$ cat config.mk
export PLATFORM = sky130hd
export DESIGN_NAME = mips_alu
export DESIGN_NICKNAME = d
export VERILOG_FILES = /design/src/rtl/alu_pkg.sv /design/src/rtl/alu_shifter.sv /design/src/rtl/mips_alu.sv
export SDC_FILE = /design/constraint.sdc
export NUM_CORES = 1
export LEC_CHECK = 0
export BUFFER_PORTS_ARGS = -buffer_cell sky130_fd_sc_hd__buf_2
export CORE_MARGIN = 2
export CORE_UTILIZATION = 50
export DETAILED_ROUTE_END_ITERATION = 8
export HOLD_SLACK_MARGIN = 0.08
export PLACE_DENSITY = 0.83
export SYNTH_ARGS = -nofsm -noshare
export SYNTH_HDL_FRONTEND = slang
export SYNTH_SLANG_ARGS = --single-unit
$ cat constraint.sdc
create_clock -name clk -period 8 [get_ports clk]
set_input_delay 1.6 -clock clk [delete_from_list [all_inputs] [get_ports clk]]
set_output_delay 1.6 -clock clk [all_outputs]
set_load 0.05 [all_outputs]
$ cat src/rtl/alu_pkg.sv
// ---------------------------------------------------------------------------
// alu_pkg
// Shared definitions for the MIPS execute-stage ALU and the decode stage:
// data width, the 4-bit opcode type and its encodings, and the shift-mode
// selector used by the optional barrel shifter.
// ---------------------------------------------------------------------------
package alu_pkg;

  localparam int unsigned ALU_DW = 32;

  typedef logic [3:0] alu_op_t;

  localparam alu_op_t ALU_OP_NOP  = 4'h0;
  localparam alu_op_t ALU_OP_ADD  = 4'h1;
  localparam alu_op_t ALU_OP_SUB  = 4'h2;
  localparam alu_op_t ALU_OP_AND  = 4'h3;
  localparam alu_op_t ALU_OP_OR   = 4'h4;
  localparam alu_op_t ALU_OP_XOR  = 4'h5;
  localparam alu_op_t ALU_OP_NOR  = 4'h6;
  localparam alu_op_t ALU_OP_SLT  = 4'h7;
  localparam alu_op_t ALU_OP_SLTU = 4'h8;
  localparam alu_op_t ALU_OP_SLL  = 4'h9;
  localparam alu_op_t ALU_OP_SRL  = 4'hA;
  localparam alu_op_t ALU_OP_SRA  = 4'hB;
  localparam alu_op_t ALU_OP_LUI  = 4'hC;

  typedef enum logic [1:0] {
    SH_SLL = 2'd0,
    SH_SRL = 2'd1,
    SH_SRA = 2'd2
  } shift_mode_e;

endpackage

$ cat src/rtl/alu_shifter.sv
// ---------------------------------------------------------------------------
// alu_shifter
// 32-bit barrel shifter for SLL / SRL / SRA. Built as five log-stages so the
// shift amount bits each steer one mux level.
// Only present when ALU_SHIFT_EN is defined.
//
// Ports:
//   value_i  in  32  value to shift
//   shamt_i  in  5   shift amount
//   mode_i   in  2   SH_SLL / SH_SRL / SH_SRA
//   result_o out 32  shifted value
// ---------------------------------------------------------------------------
`ifdef ALU_SHIFT_EN
module alu_shifter
  import alu_pkg::*;
(
  input  logic [ALU_DW-1:0] value_i,
  input  logic [4:0]        shamt_i,
  input  shift_mode_e       mode_i,
  output logic [ALU_DW-1:0] result_o
);

  logic [ALU_DW-1:0] stage [0:5];
  logic              fill;

  // Right shifts are done in place; left shift reverses bits before and after
  // so one right-shifting datapath serves all three modes.
  function automatic logic [ALU_DW-1:0] bitrev(input logic [ALU_DW-1:0] v);
    logic [ALU_DW-1:0] r;
    for (int i = 0; i < ALU_DW; i++) r[i] = v[ALU_DW-1-i];
    return r;
  endfunction

  always_comb begin
    fill     = (mode_i == SH_SRA) ? value_i[ALU_DW-1] : 1'b0;
    stage[0] = (mode_i == SH_SLL) ? bitrev(value_i) : value_i;
    for (int s = 0; s < 5; s++) begin
      if (shamt_i[s])
        stage[s+1] = (stage[s] >> (1 << s)) |
                     ({ALU_DW{fill}} & ~({ALU_DW{1'b1}} >> (1 << s)));
      else
        stage[s+1] = stage[s];
    end
    result_o = (mode_i == SH_SLL) ? bitrev(stage[5]) : stage[5];
  end

endmodule
`endif

$ cat src/rtl/mips_alu.sv
// ---------------------------------------------------------------------------
// mips_alu
// Combinational 32-bit MIPS ALU with zero and signed-overflow flags and a
// sticky overflow register for exception/debug reporting.
//
// Build option: ALU_SHIFT_EN -- when defined, the barrel shifter is built and
// opcodes SLL/SRL/SRA are implemented; otherwise they behave as reserved.
//
// Ports:
//   clk        in  1   clock for the sticky-overflow register
//   rst_n      in  1   synchronous active-low reset
//   op         in  4   operation code (alu_pkg::ALU_OP_*)
//   a          in  32  operand A, shift amount in a[4:0]
//   b          in  32  operand B, shifted value for shift ops
//   ovf_clr    in  1   synchronous clear of ovf_sticky (wins over set)
//   result     out 32  combinational result
//   zero       out 1   result == 0
//   overflow   out 1   signed overflow of ADD/SUB
//   ovf_sticky out 1   registered OR-accumulation of overflow
// ---------------------------------------------------------------------------
module mips_alu
  import alu_pkg::*;
(
  input  logic              clk,
  input  logic              rst_n,
  input  logic [3:0]        op,
  input  logic [ALU_DW-1:0] a,
  input  logic [ALU_DW-1:0] b,
  input  logic              ovf_clr,
  output logic [ALU_DW-1:0] result,
  output logic              zero,
  output logic              overflow,
  output logic              ovf_sticky
);

  alu_op_t           op_w;
  logic              is_sub;
  logic [ALU_DW-1:0] b_add;
  logic [ALU_DW:0]   sum;
  logic              sum_ovf;
  logic              slt_bit;
  logic              sltu_bit;
  logic              ovf_sticky_q;
  logic              ovf_sticky_d;

  assign op_w = alu_op_t'(op);

  // One shared adder: subtract-type ops invert b and inject carry-in.
  always_comb begin
    is_sub = (op_w == ALU_OP_SUB) || (op_w == ALU_OP_SLT) || (op_w == ALU_OP_SLTU);
    b_add  = is_sub ? ~b : b;
    sum    = {1'b0, a} + {1'b0, b_add} + {{ALU_DW{1'b0}}, is_sub};
    // Same formula covers add and subtract because b_add is already inverted.
    sum_ovf  = (a[ALU_DW-1] == b_add[ALU_DW-1]) && (sum[ALU_DW-1] != a[ALU_DW-1]);
    // Sign of the true difference is the raw sign bit corrected by overflow.
    slt_bit  = sum[ALU_DW-1] ^ sum_ovf;
    // No carry out of a + ~b + 1 means a borrowed, i.e. a < b unsigned.
    sltu_bit = ~sum[ALU_DW];
  end

`ifdef ALU_SHIFT_EN
  shift_mode_e       sh_mode;
  logic [ALU_DW-1:0] sh_result;

  always_comb begin
    case (op_w)
      ALU_OP_SRL: sh_mode = SH_SRL;
      ALU_OP_SRA: sh_mode = SH_SRA;
      default:    sh_mode = SH_SLL;
    endcase
  end

  alu_shifter u_shifter (
    .value_i  (b),
    .shamt_i  (a[4:0]),
    .mode_i   (sh_mode),
    .result_o (sh_result)
  );
`endif

  always_comb begin
    result = '0;
    case (op_w)
      ALU_OP_ADD:  result = sum[ALU_DW-1:0];
      ALU_OP_SUB:  result = sum[ALU_DW-1:0];
      ALU_OP_AND:  result = a & b;
      ALU_OP_OR:   result = a | b;
      ALU_OP_XOR:  result = a ^ b;
      ALU_OP_NOR:  result = ~(a | b);
      ALU_OP_SLT:  result = {{(ALU_DW-1){1'b0}}, slt_bit};
      ALU_OP_SLTU: result = {{(ALU_DW-1){1'b0}}, sltu_bit};
`ifdef ALU_SHIFT_EN
      ALU_OP_SLL,
      ALU_OP_SRL,
      ALU_OP_SRA:  result = sh_result;
`endif
      ALU_OP_LUI:  result = {b[15:0], 16'h0000};
      default:     result = '0;
    endcase
  end

  assign zero     = (result == '0);
  assign overflow = ((op_w == ALU_OP_ADD) || (op_w == ALU_OP_SUB)) && sum_ovf;

  always_comb begin
    ovf_sticky_d = ovf_sticky_q | overflow;
    if (ovf_clr) ovf_sticky_d = 1'b0;
  end

  always_ff @(posedge clk) begin
    if (!rst_n) ovf_sticky_q <= 1'b0;
    else        ovf_sticky_q <= ovf_sticky_d;
  end

  assign ovf_sticky = ovf_sticky_q;

endmodule

* After elaboration in Yosys (flattened, before gate mapping)
Index checks and enable logic that the tools add are counted.
** Operators by class
- Add/subtract/negate cells :: 2
- Multiply operators :: 0
- Divide/modulo/power cells :: 0
- $lt $le $gt $ge :: 0
- Equality and inequality tests :: 11
- Shift-type cells :: 0
- Mux-type cells :: 2
- Bitwise logic cells :: 9
- Reduce and logical (&&, ||, !) cells :: 8
** Operators by type and width (count)
- one-hot mux 32 bit (8 select lines) :: 1
- inverter 32 bit :: 2
- adder 32 x 32 -> 33 bit :: 1
- adder 33 x 1 -> 33 bit :: 1
- AND 32 bit :: 1
- zero test 32 bit :: 1
- two-way mux 32 bit :: 1
- bitwise OR 32 bit :: 1
- XOR 32 bit :: 1
- equality test 4 x 3 -> 1 bit (second input constant) :: 4
- equality test 4 x 2 -> 1 bit (second input constant) :: 2
- equality test 4 bit (second input constant) :: 2
- equality test 4 x 1 -> 1 bit (second input constant) :: 1
- OR reduction 2 bit :: 2
- logical OR 1 bit :: 3
- logical AND 1 bit :: 2
- inverter 1 bit :: 2
- equality test 1 bit :: 1
- inequality test 1 bit :: 1
- bitwise OR 1 bit :: 1
- XOR 1 bit :: 1
** Storage, ports and cells
- Flip-flop bits (word level) :: 1
- Bits in latches :: 0
- RAM bits :: 0
- ROM bits :: 0
- Bits of input ports :: 71
- Output and inout port bits :: 35
- Logic and storage cells :: 33
- Memories :: 0

* Longest topological paths before layout
Gate-level depths: netlist (run 1).
- Word-level depth :: 11
- Depth in mapped cells :: 18
- Mapped depth without buffers :: 15

* Worst setup path before layout (run 1)
Ideal clock, no wire load.
- Path kind :: input to output
- Start point :: input port op[2]
- End point :: output port zero
- Data arrival time :: 6.773 ns
- Required time :: 6.400 ns
- Slack :: -0.373 ns
- Stages on the path :: 17
- Buffers on the path :: 3
- Cell sequence :: buf_6 -> or2_1 -> o21a_1 -> clkbuf_1 -> buf_1 -> xnor2_1 -> ha_1 -> a211oi_2 -> o211ai_2 -> and2_4 -> a31oi_1 -> xor2_1 -> o21ai_0 -> or4_1 -> or4_1 -> or4_1 -> nor4_2
** On the way
- Elaborated cells on any way between the ends :: 22
- Classes of those cells :: add/sub: 2; eq/ne: 11; mux: 2; bitwise: 2; reduce/logical: 5
** RTL lines
- from (decl) :: line mips_alu.sv:26 : input logic [3:0] op,
- equality test 4 x 2 -> 1 bit / equality test 4 x 3 -> 1 bit (equally long branches) :: line mips_alu.sv:50, mips_alu.sv:83
- logical OR 1 bit (2 in series) :: line mips_alu.sv:50 : is_sub = (op_w == ALU_OP_SUB) || (op_w == ALU_OP_SLT) || (op_w == ALU_OP_SLTU);
- two-way mux 32 bit :: line mips_alu.sv:51 : b_add = is_sub ? ~b : b;
- adder 32 x 32 -> 33 bit :: line mips_alu.sv:52 : sum = {1'b0, a} + {1'b0, b_add} + {{ALU_DW{1'b0}}, is_sub};
- adder 33 x 1 -> 33 bit :: line mips_alu.sv:52
- one-hot mux 32 bit (8 select lines) * :: line mips_alu.sv:83 : case (op_w)
- named net result[5] :: line mips_alu.sv:30 : output logic [ALU_DW-1:0] result,
- zero test 32 bit * :: line mips_alu.sv:102 : assign zero = (result == '0);
- to (decl) :: line mips_alu.sv:31 : output logic zero,
The timed path passes the listed nets; every way through them passes the cells marked *.

* Worst setup path after layout (run 1)
- Start point :: input port op[0]
- End point :: output port zero
** On the way
- Longest elaborated chain between the ends :: 11
- Elaborated cells on any way between the ends :: 22
- Classes of those cells :: add/sub: 2; eq/ne: 11; mux: 2; bitwise: 2; reduce/logical: 5
** RTL lines
- equality test 4 x 2 -> 1 bit / equality test 4 x 3 -> 1 bit (equally long branches) :: line mips_alu.sv:50, mips_alu.sv:83
- logical OR 1 bit (2 in series) :: line mips_alu.sv:50
- two-way mux 32 bit :: line mips_alu.sv:51
- adder 32 x 32 -> 33 bit :: line mips_alu.sv:52
- adder 33 x 1 -> 33 bit :: line mips_alu.sv:52
- inequality test 1 bit :: line mips_alu.sv:54 : sum_ovf = (a[ALU_DW-1] == b_add[ALU_DW-1]) && (sum[ALU_DW-1] != a[ALU_DW-1]);
- logical AND 1 bit :: line mips_alu.sv:54
- XOR 1 bit :: line mips_alu.sv:56 : slt_bit = sum[ALU_DW-1] ^ sum_ovf;
- one-hot mux 32 bit (8 select lines) * :: line mips_alu.sv:83
- zero test 32 bit * :: line mips_alu.sv:102
Mark *: on every way between the ends. The rest lies on a longest branch, timed or not.

==> impl_metrics.sql, run 1 <==
INSERT INTO impl_metrics (metric_group, metric, value, unit) VALUES
('cts', 'cts.reportedPaths.clkPinSlew', '0', 'ns'),
('logic_synthesis', 'syn-cell-area', '4740', 'sq um'),
('setup_path', 'path_class', 'input port to primary output', ''),
('finish', 'layout_commonest_cell', 'sky130_fd_sc_hd__buf_2', ''),
('setup_path', 'critical_path_peak_fanout', '14', ''),
('sta', 'hold_viol', '0', ''),
('floorplanning', 'dieHeight', '101', 'microns'),
('floorplanning', 'rows', '35', ''),
('power', 'p_int', '0.215', 'mW'),
('logic_synthesis', 'synth_cell_types', '71', ''),
('setup_path', 'cp_data_required_time', '6.40', 'ns'),
('setup_path', 'cp_slowest_cell', 'sky130_fd_sc_hd__or4_1', ''),
('finish', 'nets', '932', ''),
('setup_path', 'critical_path.reg2reg.startpoint', 'ovf_sticky', ''),
('drt', 'drt_first_pass_iters', '5', ''),
('global_route', 'grt_overflow_total', '0', ''),
('global_route', 'grt_first_pass_wirelength', '27500', 'microns'),
('sta', 'max_slew.worst_pin.slew', '1.27', 'ns'),
('sta', 'fin_worst_skew', '0', 'ns'),
('finish', 'finish.utilization', '0.592', ''),
('setup_path', 'crit_path_depth', '16', ''),
('finish', 'drive_above_1_share', '0.201', ''),
('outcome', 'outcome', 'finished clean', ''),
('global_route', 'first_global_vias', '5166', ''),
('power', 'powerDensity', '110', 'nW/um^2'),
('hold_path', 'min_path_type', 'flip-flop to flip-flop', ''),
('logic_synthesis', 'ys_async_sr_fraction', '0', ''),
('power', 'clkPwrFrac', '0', ''),
('logic_synthesis', 'synth.avg_cell_area', '7.09', 'sq um'),
('setup_path', 'reg2reg_depth', '2', ''),
('logic_synthesis', 'share_of_the_yosys_chip_area_belonging_to_registers', '0.00422', ''),
('global_route', 'grt_start_max_net_pins', '24', ''),
('sta', 'fin_tns_setup', '0', 'ns'),
('setup_path', 'reg2reg_to', 'ovf_sticky', ''),
('sta', 'period_share', '0.981', ''),
('finish', 'number_of_flip_flops_under_the_largest_register_name', '1', ''),
('drt', 'avgRoutedWirePerCell', '20.3', 'microns'),
('setup_path', 'path_common_cell', 'sky130_fd_sc_hd__or4_1', ''),
('drt', 'wl', '17700', 'microns'),
('power', 'max-vdd-ir-drop', '61.2', 'uV'),
('cts', 'holdBufCountCts', '0', ''),
('global_route', 'initial_antenna_violation_count', '1', ''),
('logic_synthesis', 'postSynthRegisterBits', '1', ''),
('setup_path', 'cp.arrival', '6.25', 'ns'),
('setup_path', 'critical_path.max_stage_delay', '0.53', 'ns'),
('job', 'max_cap_violations', '0', ''),
('floorplanning', 'placeableCoreArea', '9200', 'sq um'),
('setup_path', 'setup.worst_path.start_class', 'input port', ''),
('place', 'detailedPlacementHpwl', '14600', 'microns'),
('power', 'design_power', '0.596', 'mW'),
('hold_path', 'whs_path_depth', '2', ''),
('drt', 'avgViaCountPerCell', '6.33', ''),
('finish', 'antenna-diode-count', '0', ''),
('place', 'numPortBuffers', '105', ''),
('sta', 'finish_stage_setup_viols', '0', ''),
('setup_path', 'timing.critical_path.to_type', 'primary output', ''),
('drt', 'antenna_left', '0', ''),
('logic_synthesis', 'post_synth_top_flop', 'sky130_fd_sc_hd__dfxtp_1', ''),
('power', 'comb_power_share', '0.991', ''),
('finish', 'n_fill_cell', '884', ''),
('setup_path', 'timing.critical_path.max_delay_family', 'simple AND/OR/NAND/NOR gates', ''),
('floorplanning', 'die_w', '101', 'microns'),
('cts', 'worst_skew_late_latency', '0', 'ns'),
('cts', 'post-cts-setup-buffer-count', '0', ''),
('sta', 'timing.max_slew.rel_slack', '0.142', ''),
('power', 'switching_power', '0.382', 'mW'),
('floorplanning', 'fp.dieArea', '10300', 'sq um'),
('floorplanning', 'floorplan.initialDensity', '0.515', ''),
('power', 'p_leak', '2.74', 'nW'),
('power', 'p_sw_frac', '0.640', ''),
('logic_synthesis', 'ys.warnings.count', '0', '');
[routing by layer]
metal,vias to the layer above,global-route usage,part of all wire
met1,2552,0.491,0.45
met5,-,0,0.00074
met3,32,0.0421,0.093
met2,294,0.531,0.43
met4,2,0.0780,0.027
li1,2621,-,-
[worst register-to-register path, stage by stage (launching register included)]
cell and delay (ns):
sky130_fd_sc_hd__dfxtp_1 0.31, sky130_fd_sc_hd__nor2_1 0.05, sky130_fd_sc_hd__nor3b_1 0.16
[through the flow]
step	hold slack (ns)	setup slack (ns)	std cells	cell area, sq um
finish	0.505	0.148	869	5440
global route	0.525	-0.0129	869	5440
CTS	0.509	0.174	869	5430
detailed placement	0.515	0.165	869	5430
global placement	0.477	0.225	869	5430
floorplan	0.711	0.00948	668	4760
[Yosys cell counts (all sizes together), types with 10 or more instances]
cell / n / area, sq um
buf: 16 / 103
inv: 75 / 282
o211ai: 18 / 140
xnor2: 51 / 447
a222oi: 11 / 110
xor2: 12 / 105
a22o: 10 / 87.6
a21oi: 52 / 272
nand2: 51 / 191
ha: 100 / 1250
a21o: 14 / 105
nand4: 18 / 113
o21ai: 38 / 194
nor3: 11 / 55.1
nor2: 36 / 135
clkbuf: 21 / 80.1
nand3: 11 / 55.1
[area by class of cell]
cell class	instances	area (sq um)	area share
Tap cell	111	139	0.0255
Timing Repair Buffer	127	691	0.127
Sequential cell	1	20.0	0.00368
Inverter	75	282	0.0517
Multi-Input combinational cell	555	4310	0.792
[worst max-delay path by stage]
| stage | start | to | slack (ns) |
|---|---|---|---|
| detailed placement | op[0] | zero | 0.16 |
| floorplan | op[2] | zero | 0.009 |
| finish | op[0] | zero | 0.15 |
| global route | op[1] | zero | -0.01 |
| global placement | op[0] | zero | 0.23 |
| CTS | op[0] | zero | 0.17 |
[power groups by stage]
stage / combinational [mW] / sequential [mW] / clock [mW]
finish: 0.591 / 0.00521 / 0
global placement: 0.571 / 0.00521 / 0
floorplan: 0.416 / 0.00550 / 0
global route: 0.637 / 0.00522 / 0
detailed placement: 0.574 / 0.00522 / 0
CTS: 0.577 / 0.00522 / 0
[kinds of logic (layout without fill, tap and decap cells)]
family          Yosys count  after routing  synth area share
flops                     1              1           0.00423
xor+xnor                 63             63             0.116
fa+ha+maj               101            101             0.268
compound gates          216            216             0.320
simple gates            175            175             0.193
buf+inv                 112            202            0.0980
Note: power is estimated with default switching activity, not from simulation.
==> run 2, diff against run 1 <==
- ABC_AREA: default -> 1
- CTS_CLUSTER_DIAMETER: default -> 60
- PLACE_DENSITY: 0.83 -> 0.82
==> run 2 against run 1 <==
Sequential cell count did not move. Combinational power fell by 12%. Via count rose by 4.5%. Total power fell by 12%. Clock skew did not move. Highest routed layer is now met4. Core utilization fell by 1.8 points. Routed wire length fell by 6.0%. Critical path type unchanged. Critical path depth rose by 7. Global-route usage fell by 2.8 points. First-iteration DRC count fell by 24%.
==> impl_metrics.sql, run 2 <==
INSERT INTO impl_metrics (metric_group, metric, value, unit) VALUES
('logic_synthesis', 'yosys.area.top_type', 'sky130_fd_sc_hd__ha_1', ''),
('setup_path', 'cp.arrival', '5.42', 'ns'),
('floorplanning', 'rows', '36', ''),
('place', 'total_placed_cells_including_tap_cells', '1048', ''),
('power', 'sequentialPowerShare', '0.010', ''),
('finish', 'drive_above_1_share', '0.174', ''),
('logic_synthesis', 'synthCells', '824', ''),
('cts', 'post-cts-setup-buffer-count', '0', ''),
('logic_synthesis', 'yosys.area.top_type_share', '0.253', ''),
('logic_synthesis', 'post_synth_top_flop', 'sky130_fd_sc_hd__dfxtp_1', ''),
('logic_synthesis', 'post-synth-top-count-cell', 'sky130_fd_sc_hd__nand2_1', ''),
('drt', 'detailed_route_via_count', '5751', ''),
('global_route', 'groute.usage.overall', '0.310', ''),
('job', 'max_cap_violations', '0', ''),
('drt', 'avgRoutedWirePerCell', '15.9', 'microns'),
('global_route', 'grt_overflow_total', '0', ''),
('floorplanning', 'dieHeight', '103', 'microns'),
('place', 'dp_slack', '1.08', 'ns'),
('logic_synthesis', 'syn-cell-area', '4950', 'sq um'),
('setup_path', 'cp_data_required_time', '6.40', 'ns'),
('floorplanning', 'fp.dieArea', '10700', 'sq um'),
('global_route', 'grt_first_pass_wirelength', '25900', 'microns'),
('setup_path', 'path_class', 'input port to primary output', ''),
('global_route', 'initial_antenna_violation_count', '0', ''),
('logic_synthesis', 'ys_async_sr_fraction', '0', ''),
('sta', 'timing_max_transition_violations_final', '0', ''),
('place', 'routabilityCongestion', '0.990', ''),
('cts', 'ctsResizeCount', '0', ''),
('sta', 'timing.final.ws_setup', '0.982', 'ns'),
('power', 'clkPwrFrac', '0', ''),
('sta', 'max_slew.worst_pin.slew', '0.669', 'ns'),
('sta', 'period_share', '0.877', ''),
('global_route', 'grt_start_max_net_pins', '33', ''),
('power', 'p_leak', '3.24', 'nW'),
('logic_synthesis', 'yosys-top-cells-area', 'sky130_fd_sc_hd__ha_1 (25%), sky130_fd_sc_hd__nand2_1 (13%), sky130_fd_sc_hd__inv_1 (9.7%), sky130_fd_sc_hd__nor2_1 (7.4%), sky130_fd_sc_hd__xor2_1 (5.7%)', ''),
('logic_synthesis', 'share_of_the_yosys_chip_area_belonging_to_registers', '0.00405', ''),
('logic_synthesis', 'postSynthRegisterBits', '1', ''),
('sta', 'min_period', '7.02', 'ns'),
('place', 'numPortBuffers', '105', ''),
('finish', 'instances_no_fill', '1048', ''),
('floorplanning', 'pin_count', '106', ''),
('drt', 'remaining_drc_errors', '0', ''),
('drt', 'initial_drc_count', '381', ''),
('power', 'p_sw_frac', '0.682', ''),
('finish', 'number_of_flip_flops_under_the_largest_register_name', '1', ''),
('place', 'detailedPlacementHpwl', '13800', 'microns'),
('finish', 'layout_commonest_cell', 'sky130_fd_sc_hd__nand2_1', ''),
('sta', 'fin_tns_setup', '0', 'ns'),
('finish', 'layout-area-overhead-vs-synth', '12.3', '%'),
('setup_path', 'reg2reg_depth', '1', ''),
('logic_synthesis', 'ys.warnings.count', '0', ''),
('logic_synthesis', 'synth.avg_cell_area', '6.00', 'sq um'),
('sta', 'timing.max_slew.rel_slack', '0.542', ''),
('power', 'switching_power', '0.357', 'mW'),
('logic_synthesis', 'synth_cell_types', '57', ''),
('logic_synthesis', 'synth_edf_count', '0', ''),
('floorplanning', 'placeableCoreArea', '9680', 'sq um'),
('power', 'p_int', '0.167', 'mW'),
('sta', 'max_freq', '142', 'MHz'),
('hold_path', 'timing.hold.worst_endpoint', 'ovf_sticky', ''),
('outcome', 'outcome', 'finished clean', ''),
('setup_path', 'setup.worst_path.start_class', 'input port', ''),
('setup_path', 'r2r_slack', '7.43', 'ns'),
('finish', 'nets', '1089', ''),
('hold_path', 'min_path_type', 'flip-flop to flip-flop', ''),
('drt', 'wl', '16600', 'microns'),
('cts', 'worst_skew_late_latency', '0', 'ns'),
('drt', 'drt_first_pass_iters', '6', ''),
('setup_path', 'critical_path.reg2reg.startpoint', 'ovf_sticky', ''),
('sta', 'fin_worst_skew', '0', 'ns'),
('finish', 'finish.utilization', '0.574', ''),
('floorplanning', 'floorplan.initialDensity', '0.511', ''),
('drt', 'avgViaCountPerCell', '5.49', ''),
('cts', 'holdBufCountCts', '0', ''),
('power', 'comb_power_share', '0.990', ''),
('finish', 'n_fill_cell', '1000', ''),
('setup_path', 'reg2reg_to', 'ovf_sticky', ''),
('drt', 'antenna_left', '0', ''),
('floorplanning', 'die_w', '103', 'microns'),
('power', 'powerDensity', '94.2', 'nW/um^2'),
('hold_path', 'holdCritStartpoint', 'ovf_sticky', ''),
('logic_synthesis', 'synth_fp_nets', '996', ''),
('sta', 'hold_viol', '0', ''),
('setup_path', 'critical_path_peak_fanout', '17', ''),
('cts', 'cts.reportedPaths.clkPinSlew', '0', 'ns'),
('sta', 'hold_slack', '0.450', 'ns'),
('power', 'max-vdd-ir-drop', '70.5', 'uV'),
('sta', 'finish_stage_setup_viols', '0', ''),
('setup_path', 'timing.critical_path.to_type', 'primary output', ''),
('finish', 'antenna-diode-count', '0', ''),
('logic_synthesis', 'post_synth_most_frequent_cells', 'sky130_fd_sc_hd__nand2_1 (177), sky130_fd_sc_hd__inv_1 (128), sky130_fd_sc_hd__ha_1 (100)', ''),
('hold_path', 'whs_path_depth', '1', ''),
('sta', 'grt_setup_unrepaired', 'no', ''),
('global_route', 'first_global_vias', '5280', ''),
('finish', 'final_cell_mix', 'sky130_fd_sc_hd__nand2_1 (177), sky130_fd_sc_hd__inv_1 (128), sky130_fd_sc_hd__buf_2 (105), sky130_fd_sc_hd__ha_1 (100), sky130_fd_sc_hd__nor2_1 (97)', '');
## run 2: cell count changes after synthesis, sizes merged, moves of 20 or more
| cell | change |
|---|---|
| nor2 | +65 |
| inv | +61 |
| xor2 | +20 |
| xnor2 | -50 |
| nand3 | +37 |
| nand2 | +146 |
## run 2: cell type report
type	instances	area, sq um	area share
inverters	138	520	0.0937
repair buffers	107	541	0.0973
multi-input cells	669	4310	0.775
well taps	133	166	0.0300
flip-flops and latches	1	20.0	0.00360
## run 2: worst max-delay path by stage
stage / startpoint / endpoint / slack [ns] / cells after the start
floorplan: op[0] / zero / 1.14 / 17
global placement: op[0] / zero / 1.10 / 23
detailed placement: op[0] / zero / 1.08 / 23
CTS: op[0] / zero / 1.06 / 23
global route: op[0] / zero / 0.63 / 23
finish: op[0] / zero / 0.98 / 23
## run 2: kinds of logic (layout without fill, tap and decap cells)
| family | count (synthesis) | after routing | synth area share |
|---|---|---|---|
| AO/OA/AOI/OAI | 146 | 146 | 0.195 |
| adder cells (fa/ha/maj) | 101 | 101 | 0.257 |
| flip-flops | 1 | 1 | 0.00405 |
| XOR/XNOR | 33 | 33 | 0.0584 |
| buffers and inverters | 154 | 245 | 0.126 |
| AND/OR/NAND/NOR | 389 | 389 | 0.359 |
## run 2: metrics by stage
| step | area [sq um] | power, mW |
|---|---|---|
| 2_1_floorplan | 4950 | 0.378 |
| 3_3_place_gp | 5550 | 0.510 |
| 3_5_place_dp | 5550 | 0.513 |
| 4_1_cts | 5550 | 0.515 |
| 5_1_grt | 5550 | 0.577 |
| 6_report | 5550 | 0.523 |
## run 2: power groups by stage
stage | sequential [mW] | combinational, mW | clock [mW]
2_1_floorplan | 0.00554 | 0.372 | 0
4_1_cts | 0.00522 | 0.510 | 0
3_3_place_gp | 0.00521 | 0.504 | 0
3_5_place_dp | 0.00523 | 0.508 | 0
6_report | 0.00522 | 0.518 | 0
5_1_grt | 0.00524 | 0.572 | 0
## run 2: worst max-delay path, stage by stage
cell	delay (ns)
sky130_fd_sc_hd__buf_2	0.14
sky130_fd_sc_hd__nor2_2	0.20
sky130_fd_sc_hd__nand3_2	0.17
sky130_fd_sc_hd__nand3_2	0.41
sky130_fd_sc_hd__buf_4	0.40
sky130_fd_sc_hd__xor2_1	0.23
sky130_fd_sc_hd__ha_1	0.30
sky130_fd_sc_hd__nand2_1	0.13
sky130_fd_sc_hd__inv_1	0.05
sky130_fd_sc_hd__a21boi_1	0.23
sky130_fd_sc_hd__nor2_1	0.07
sky130_fd_sc_hd__nor2_1	0.16
sky130_fd_sc_hd__inv_1	0.06
sky130_fd_sc_hd__a21oi_1	0.28
sky130_fd_sc_hd__nand3_1	0.12
sky130_fd_sc_hd__nand3_1	0.11
sky130_fd_sc_hd__nand2_1	0.07
sky130_fd_sc_hd__inv_1	0.07
sky130_fd_sc_hd__nand3_1	0.07
sky130_fd_sc_hd__nor2_1	0.11
sky130_fd_sc_hd__nand3_1	0.07
sky130_fd_sc_hd__nor2_1	0.09
sky130_fd_sc_hd__buf_2	0.27
## run 2: metal layers
metal | GRT usage | wire length, microns | up-vias | part of all wire
met5 | 0 | 0 | - | 0
met4 | 0.0870 | 548 | 0 | 0.033
met3 | 0.0175 | 1340 | 41 | 0.081
met2 | 0.535 | 7440 | 272 | 0.45
met1 | 0.417 | 7290 | 2521 | 0.44
li1 | - | - | 2917 | -
